## src/rtl/spi_pkg.sv

```systemverilog
// Shared SPI definitions: FSM state encoding, default frame geometry and sizing helpers.
package spi_pkg;

  localparam int unsigned SPI_WIDTH = 8;
  localparam int unsigned SPI_DIV   = 4;
  localparam int unsigned SPI_GAP   = 2;
  localparam int unsigned SPI_DIV_W = 8;

  typedef enum logic [2:0] {
    ST_IDLE    = 3'd0,
    ST_SETUP   = 3'd1,
    ST_XFER_HI = 3'd2,
    ST_XFER_LO = 3'd3,
    ST_HOLD    = 3'd4,
    ST_GAP     = 3'd5
  } spi_state_e;

  // Bits needed to hold the value max_val (never less than one).
  function automatic int unsigned spi_cnt_w(input int unsigned max_val);
    return (max_val < 2) ? 1 : $clog2(max_val + 1);
  endfunction

endpackage

```

## src/rtl/spi_clk_div.sv

```systemverilog
// Half-period divider: tick_c marks the last clk of each sck half-period; sck is registered here.
module spi_clk_div
  import spi_pkg::*;
#(
  parameter int unsigned DIV = SPI_DIV
) (
  input  logic clk,
  input  logic rst,
  input  logic en,
  input  logic sck_next,
  output logic tick_c,
  output logic sck
);

  localparam int unsigned       CW     = SPI_DIV_W;
  localparam logic [CW-1:0]     RELOAD = CW'(DIV - 1);

  logic [CW-1:0] cnt_q, cnt_d;
  logic          sck_q, sck_d;

  // Depends only on the counter so the caller can qualify it without a combinational loop.
  assign tick_c = (cnt_q == '0);
  assign sck    = sck_q;

  // Count down while enabled; reload and apply the requested sck level at each half-period end.
  always_comb begin
    cnt_d = cnt_q;
    sck_d = sck_q;
    if (!en) begin
      cnt_d = RELOAD;
      sck_d = 1'b0;
    end else if (tick_c) begin
      cnt_d = RELOAD;
      sck_d = sck_next;
    end else begin
      cnt_d = cnt_q - CW'(1);
    end
  end

  // Divider state registers.
  always_ff @(posedge clk or posedge rst) begin
    if (rst) begin
      cnt_q <= '0;
      sck_q <= 1'b0;
    end else begin
      cnt_q <= cnt_d;
      sck_q <= sck_d;
    end
  end

endmodule

```

## src/rtl/spi_master.sv

```systemverilog
// SPI mode-0 master: MSB-first byte transfer with ss framing and a post-frame ss-high gap.
module spi_master
  import spi_pkg::*;
#(
  parameter int unsigned WIDTH = SPI_WIDTH,
  parameter int unsigned DIV   = SPI_DIV,
  parameter int unsigned GAP   = SPI_GAP
) (
  input  logic             clk,
  input  logic             rst,
  input  logic             start,
  input  logic [WIDTH-1:0] tx_data,
  output logic             busy,
  output logic             done,
  output logic [WIDTH-1:0] rx_data,
  output logic             ss,
  output logic             sck,
  output logic             mosi,
  input  logic             miso
);

  localparam int unsigned   BW         = spi_cnt_w(WIDTH);
  localparam int unsigned   GW         = spi_cnt_w(GAP);
  localparam logic [BW-1:0] BITS       = BW'(WIDTH);
  localparam logic [GW-1:0] GAP_RELOAD = GW'((GAP > 0) ? GAP - 1 : 0);

  spi_state_e       state_q, state_d;
  logic [WIDTH-1:0] tx_sh_q, tx_sh_d;
  logic [WIDTH-1:0] rx_sh_q, rx_sh_d;
  logic [BW-1:0]    bit_cnt_q, bit_cnt_d;
  logic [GW-1:0]    gap_cnt_q, gap_cnt_d;
  logic             mosi_q, mosi_d;
  logic             ss_q, ss_d;
  logic             busy_q, busy_d;
  logic             done_q, done_d;
  logic [WIDTH-1:0] rx_data_q, rx_data_d;

  logic div_en_c;
  logic sck_next_c;
  logic tick_c;
  logic rise_c;
  logic last_c;

  // Divider generates the half-period tick and owns the sck flop.
  spi_clk_div #(
    .DIV (DIV)
  ) u_clk_div (
    .clk      (clk),
    .rst      (rst),
    .en       (div_en_c),
    .sck_next (sck_next_c),
    .tick_c   (tick_c),
    .sck      (sck)
  );

  // Next-state and output logic for the frame sequencer.
  always_comb begin
    state_d    = state_q;
    tx_sh_d    = tx_sh_q;
    rx_sh_d    = rx_sh_q;
    bit_cnt_d  = bit_cnt_q;
    gap_cnt_d  = gap_cnt_q;
    mosi_d     = mosi_q;
    ss_d       = ss_q;
    busy_d     = busy_q;
    done_d     = 1'b0;
    rx_data_d  = rx_data_q;
    div_en_c   = 1'b0;
    sck_next_c = 1'b0;
    rise_c     = 1'b0;
    last_c     = (bit_cnt_q == BITS);

    case (state_q)
      ST_IDLE: begin
        if (start) begin
          tx_sh_d   = tx_data;
          mosi_d    = tx_data[WIDTH-1];
          bit_cnt_d = '0;
          ss_d      = 1'b0;
          busy_d    = 1'b1;
          state_d   = ST_SETUP;
        end
      end
      ST_SETUP: begin
        div_en_c   = 1'b1;
        sck_next_c = 1'b1;
        rise_c     = tick_c;
      end
      ST_XFER_HI: begin
        div_en_c = 1'b1;
        if (tick_c) begin
          // Present the next bit on the falling edge; the last bit's value stays on mosi.
          if (bit_cnt_q < BITS) begin
            tx_sh_d = tx_sh_q << 1;
            mosi_d  = tx_sh_d[WIDTH-1];
          end
          state_d = ST_XFER_LO;
        end
      end
      ST_XFER_LO: begin
        // After the final bit this is the trailing low half-period, so sck stays low.
        div_en_c   = 1'b1;
        sck_next_c = !last_c;
        if (tick_c) begin
          if (last_c) begin
            state_d = ST_HOLD;
          end else begin
            rise_c = 1'b1;
          end
        end
      end
      ST_HOLD: begin
        div_en_c = 1'b1;
        if (tick_c) begin
          ss_d      = 1'b1;
          rx_data_d = rx_sh_q;
          done_d    = 1'b1;
          if (GAP == 0) begin
            state_d = ST_IDLE;
            busy_d  = 1'b0;
          end else begin
            state_d   = ST_GAP;
            gap_cnt_d = GAP_RELOAD;
          end
        end
      end
      ST_GAP: begin
        if (gap_cnt_q == '0) begin
          state_d = ST_IDLE;
          busy_d  = 1'b0;
        end else begin
          gap_cnt_d = gap_cnt_q - GW'(1);
        end
      end
      default: begin
        state_d = ST_IDLE;
      end
    endcase

    // sck rising edge: sample miso into the LSB and count the bit.
    if (rise_c) begin
      rx_sh_d   = (rx_sh_q << 1) | WIDTH'(miso);
      bit_cnt_d = bit_cnt_q + BW'(1);
      state_d   = ST_XFER_HI;
    end
  end

  // State and output registers; reset aborts any frame in flight.
  always_ff @(posedge clk or posedge rst) begin
    if (rst) begin
      state_q   <= ST_IDLE;
      tx_sh_q   <= '0;
      rx_sh_q   <= '0;
      bit_cnt_q <= '0;
      gap_cnt_q <= '0;
      mosi_q    <= 1'b0;
      ss_q      <= 1'b1;
      busy_q    <= 1'b0;
      done_q    <= 1'b0;
      rx_data_q <= '0;
    end else begin
      state_q   <= state_d;
      tx_sh_q   <= tx_sh_d;
      rx_sh_q   <= rx_sh_d;
      bit_cnt_q <= bit_cnt_d;
      gap_cnt_q <= gap_cnt_d;
      mosi_q    <= mosi_d;
      ss_q      <= ss_d;
      busy_q    <= busy_d;
      done_q    <= done_d;
      rx_data_q <= rx_data_d;
    end
  end

  assign busy    = busy_q;
  assign done    = done_q;
  assign rx_data = rx_data_q;
  assign ss      = ss_q;
  assign mosi    = mosi_q;

endmodule

```

## config.mk

```make
export PLATFORM = sky130hd
export DESIGN_NAME = spi_master
export DESIGN_NICKNAME = d
export VERILOG_FILES = /design/src/rtl/spi_pkg.sv /design/src/rtl/spi_clk_div.sv /design/src/rtl/spi_master.sv
export SDC_FILE = /design/constraint.sdc
export NUM_CORES = 1
export LEC_CHECK = 0
export CORE_MARGIN = 3
export CORE_UTILIZATION = 62
export CTS_BUF_LIST = sky130_fd_sc_hd__clkbuf_16
export DETAILED_ROUTE_END_ITERATION = 6
export DONT_BUFFER_PORTS = 1
export PLACE_DENSITY = 0.78
export SYNTH_ARGS = -nofsm -noshare
export SYNTH_HDL_FRONTEND = slang
export SYNTH_SLANG_ARGS = --single-unit
```

## constraint.sdc

```tcl
create_clock -name clk -period 2.2 [get_ports clk]
set_input_delay 0.44 -clock clk [delete_from_list [all_inputs] [get_ports clk]]
set_output_delay 0.44 -clock clk [all_outputs]
set_load 0.05 [all_outputs]
```

==> results_dict.tcl <==
set metrics [dict create \
    run_status "complete, no violations" \
    max_freq_mhz 501 \
    wl_um 3420 \
    worstPathArrival_ps 2160 \
    relSlewSlack_pct 55.5 \
    gp_congestion 0.747 \
    grt_pass1_wl_um 6090 \
    final.setup_skew_ps 4.45 \
    finalCritPeriodShare_pct 90.7 \
    syn-instance-count 164 \
    setup_tns_ps 0 \
    synth.avg_cell_area_sq_um 12.5 \
    r2r_cells 7 \
    port_buffers 0 \
    dp_hpwl_um 2440 \
    path_class "flop to flop" \
    antenna_found_initial 0 \
    syn2layout_area_growth_pct 11.4 \
    yosysSeqAreaShare_pct 54.9 \
    root_buffer "clkbuf_16" \
    cts_hold_buf 0 \
    synth_nets 180 \
    ir_drop_mv 0.566 \
    hold_viol_final 0 \
    grt_pass1_vias 1341 \
    layout_min_cycle_time_ps 2000 \
    rows 20 \
    seq_area_sq_um 1130 \
    slew_violations 0 \
    final_common_cell "dfrtp_1" \
    cts.clk_slew.worst_paths_ps 60 \
    required_ps 2370 \
    die_area_sq_um 4040 \
    end_kind "flop" \
    post_cts_buffers 0 \
    nNetsFinal 187 \
    drt-initial-drc-count 39 \
    place_area_sq_um 2120 \
    r2r_end "bit_cnt_q[2]" \
    coreArea_sq_um 3100 \
    synth_cell_types 37 \
    ant_nets 0 \
    clk_latency_ps 280 \
    cts_sinks 45 \
    initial_core_util_pct 66.2 \
    rsz0062_at_grt "false" \
    setup_viol 0 \
    cts.path.max_buffers 2 \
    multi_input_area_sq_um 847 \
    worstHoldPathType "input port to async pin" \
    yosysWarnings 0 \
    start_kind "flop" \
    utilization_pct 73.7 \
    grt_start_max_net_pins 28 \
    gr-total-overflow 0 \
    wire_per_inst_um 15.8 \
    synth_seq_cells 45 \
    vias 1201 \
    r2r_start "u_clk_div.cnt_q[0]" \
    tritoncts "yes" \
    htreeDepth 2 \
    final_cell_mix "dfrtp_1 (44), mux2_2 (31), nand2_1 (12), inv_1 (10), nor2_1 (9)" \
    p_leak_nw 1.10 \
    io_pins 25 \
    grt_use_total_pct 19.5 \
    synth_area_sq_um 2050 \
    drive_gt1_share_pct 28.5 \
    rrSetupSlack_ps 200 \
    powerDensity_nw_per_um2 743 \
    fp.dieH_um 63.5 \
    final_area_sq_um 2290 \
    ctsResizeCount 0 \
    timing.max_cap.violations 0 \
    cts_inserted_buffers 5 \
    worst-path-max-fanout 19 \
    tightestPinTransition_ps 664 \
    n_antenna_cell 0 \
    fillers 234 \
    drc_errors 0 \
    drt_first_pass_iters 4 \
    viasPerCell 5.56 \
    fp.dieW_um 63.5 \
]
==> sequential cells by signal, summed over array words and instances (netlist names) <==
signal           flops
u_clk_div.cnt_q      8
mosi                 1
ss                   1
state_q              3
rx_data              8
rx_sh_q              8
tx_sh_q              7
done                 1
u_clk_div.sck        1
gap_cnt_q            2
bit_cnt_q            4
busy                 1
==> routing by layer <==
metal | track usage, % | share of wire [%]
met1 | 22.5 | 42
met4 | 7.28 | 1.6
met3 | 6.24 | 4.7
met2 | 33.8 | 52
met5 | 0 | 0
==> final cells by class <==
type                            count  area share (%)
Clock inverter                      3            1.81
Inverter                           11            1.81
Clock buffer                        5            5.47
Sequential cell                    45            49.3
Multi-Input combinational cell    103            37.0
Tap cell                           44            2.41
Timing Repair Buffer                5            2.19
==> through the flow <==
step	setup slack (ps)	power (W)	hold WS, ps	instances
floorplan	381	0.000882	450	164
global placement	306	0.000891	362	208
detailed placement	219	0.000894	371	208
CTS	199	0.00172	69.2	216
global route	76.5	0.00176	89.5	216
finish	205	0.00170	52.4	216
==> power breakdown <==
part	switching [W]	internal, W	leakage (nW)
combinational	0.0000192	0.0000140	0.439
sequential	0.00000870	0.000835	0.581
clock	0.000292	0.000531	0.0775
total	0.000320	0.00138	1.10
==> worst max-delay path: stages, from the launching register on <==
cell	delay, ps
dfrtp_1	400
inv_1	70
ha_1	210
nor3b_2	300
and4_1	240
buf_4	230
nor2b_2	90
a221o_1	340
==> worst max path at each step <==
| stage | start | end | depth (start not counted) |
|---|---|---|---|
| 3_5_place_dp | u_clk_div.cnt_q[0] | bit_cnt_q[2] | 7 |
| 6_report | u_clk_div.cnt_q[0] | bit_cnt_q[2] | 7 |
| 2_1_floorplan | u_clk_div.cnt_q[0] | rx_sh_q[0] | 7 |
| 3_3_place_gp | u_clk_div.cnt_q[0] | bit_cnt_q[2] | 7 |
| 4_1_cts | u_clk_div.cnt_q[0] | bit_cnt_q[2] | 7 |
| 5_1_grt | u_clk_div.cnt_q[0] | bit_cnt_q[2] | 7 |
==> logic make-up (layout without fill, tap and decap cells) <==
logic type,after synthesis,in the layout,synth area share [%]
DFF,45,45,54.9
muxes,33,33,18.0
adders and majority gates,4,4,2.44
and+or+nand+nor,47,47,13.4
buffers and inverters,16,24,3.84
AOI/OAI and AO/OA,12,12,4.45
xor gates and xnor gates,7,7,2.99
==> synthesized netlist by cell type <==
cell type  number  area share, %
buf_6           2            1.1
and3_1          1           0.30
nor2_1          9            1.6
nor2b_2         1           0.43
a21oi_1         2           0.49
nand3b_1        2           0.73
a21o_1          1           0.37
mux2_2         31             17
nand3_1         4           0.98
and3b_1         1           0.43
nand4b_1        1           0.43
ha_1            4            2.4
nand4_1         1           0.30
dfstp_2         1            1.3
mux2i_1         2           0.98
nor2b_1         2           0.61
a211o_1         1           0.43
nor4_4          1            1.0
nor3b_2         1           0.61
o21ai_0         4           0.98
and4_1          1           0.43
dfrtp_1        44             54
nor3b_1         3            1.1
nor4bb_1        1           0.49
xnor2_1         4            1.7
a221o_1         1           0.49
o22ai_1         1           0.30
a22oi_4         1            1.0
and2_1          2           0.61
nand2_2         1           0.30
inv_1          11            2.0
buf_2           3           0.73
nor3_1          2           0.49
nand2_1        12            2.2
xor2_1          3            1.3
o31ai_1         1           0.37
nand2b_1        1           0.30
Power figures use the tool's default switching activity.
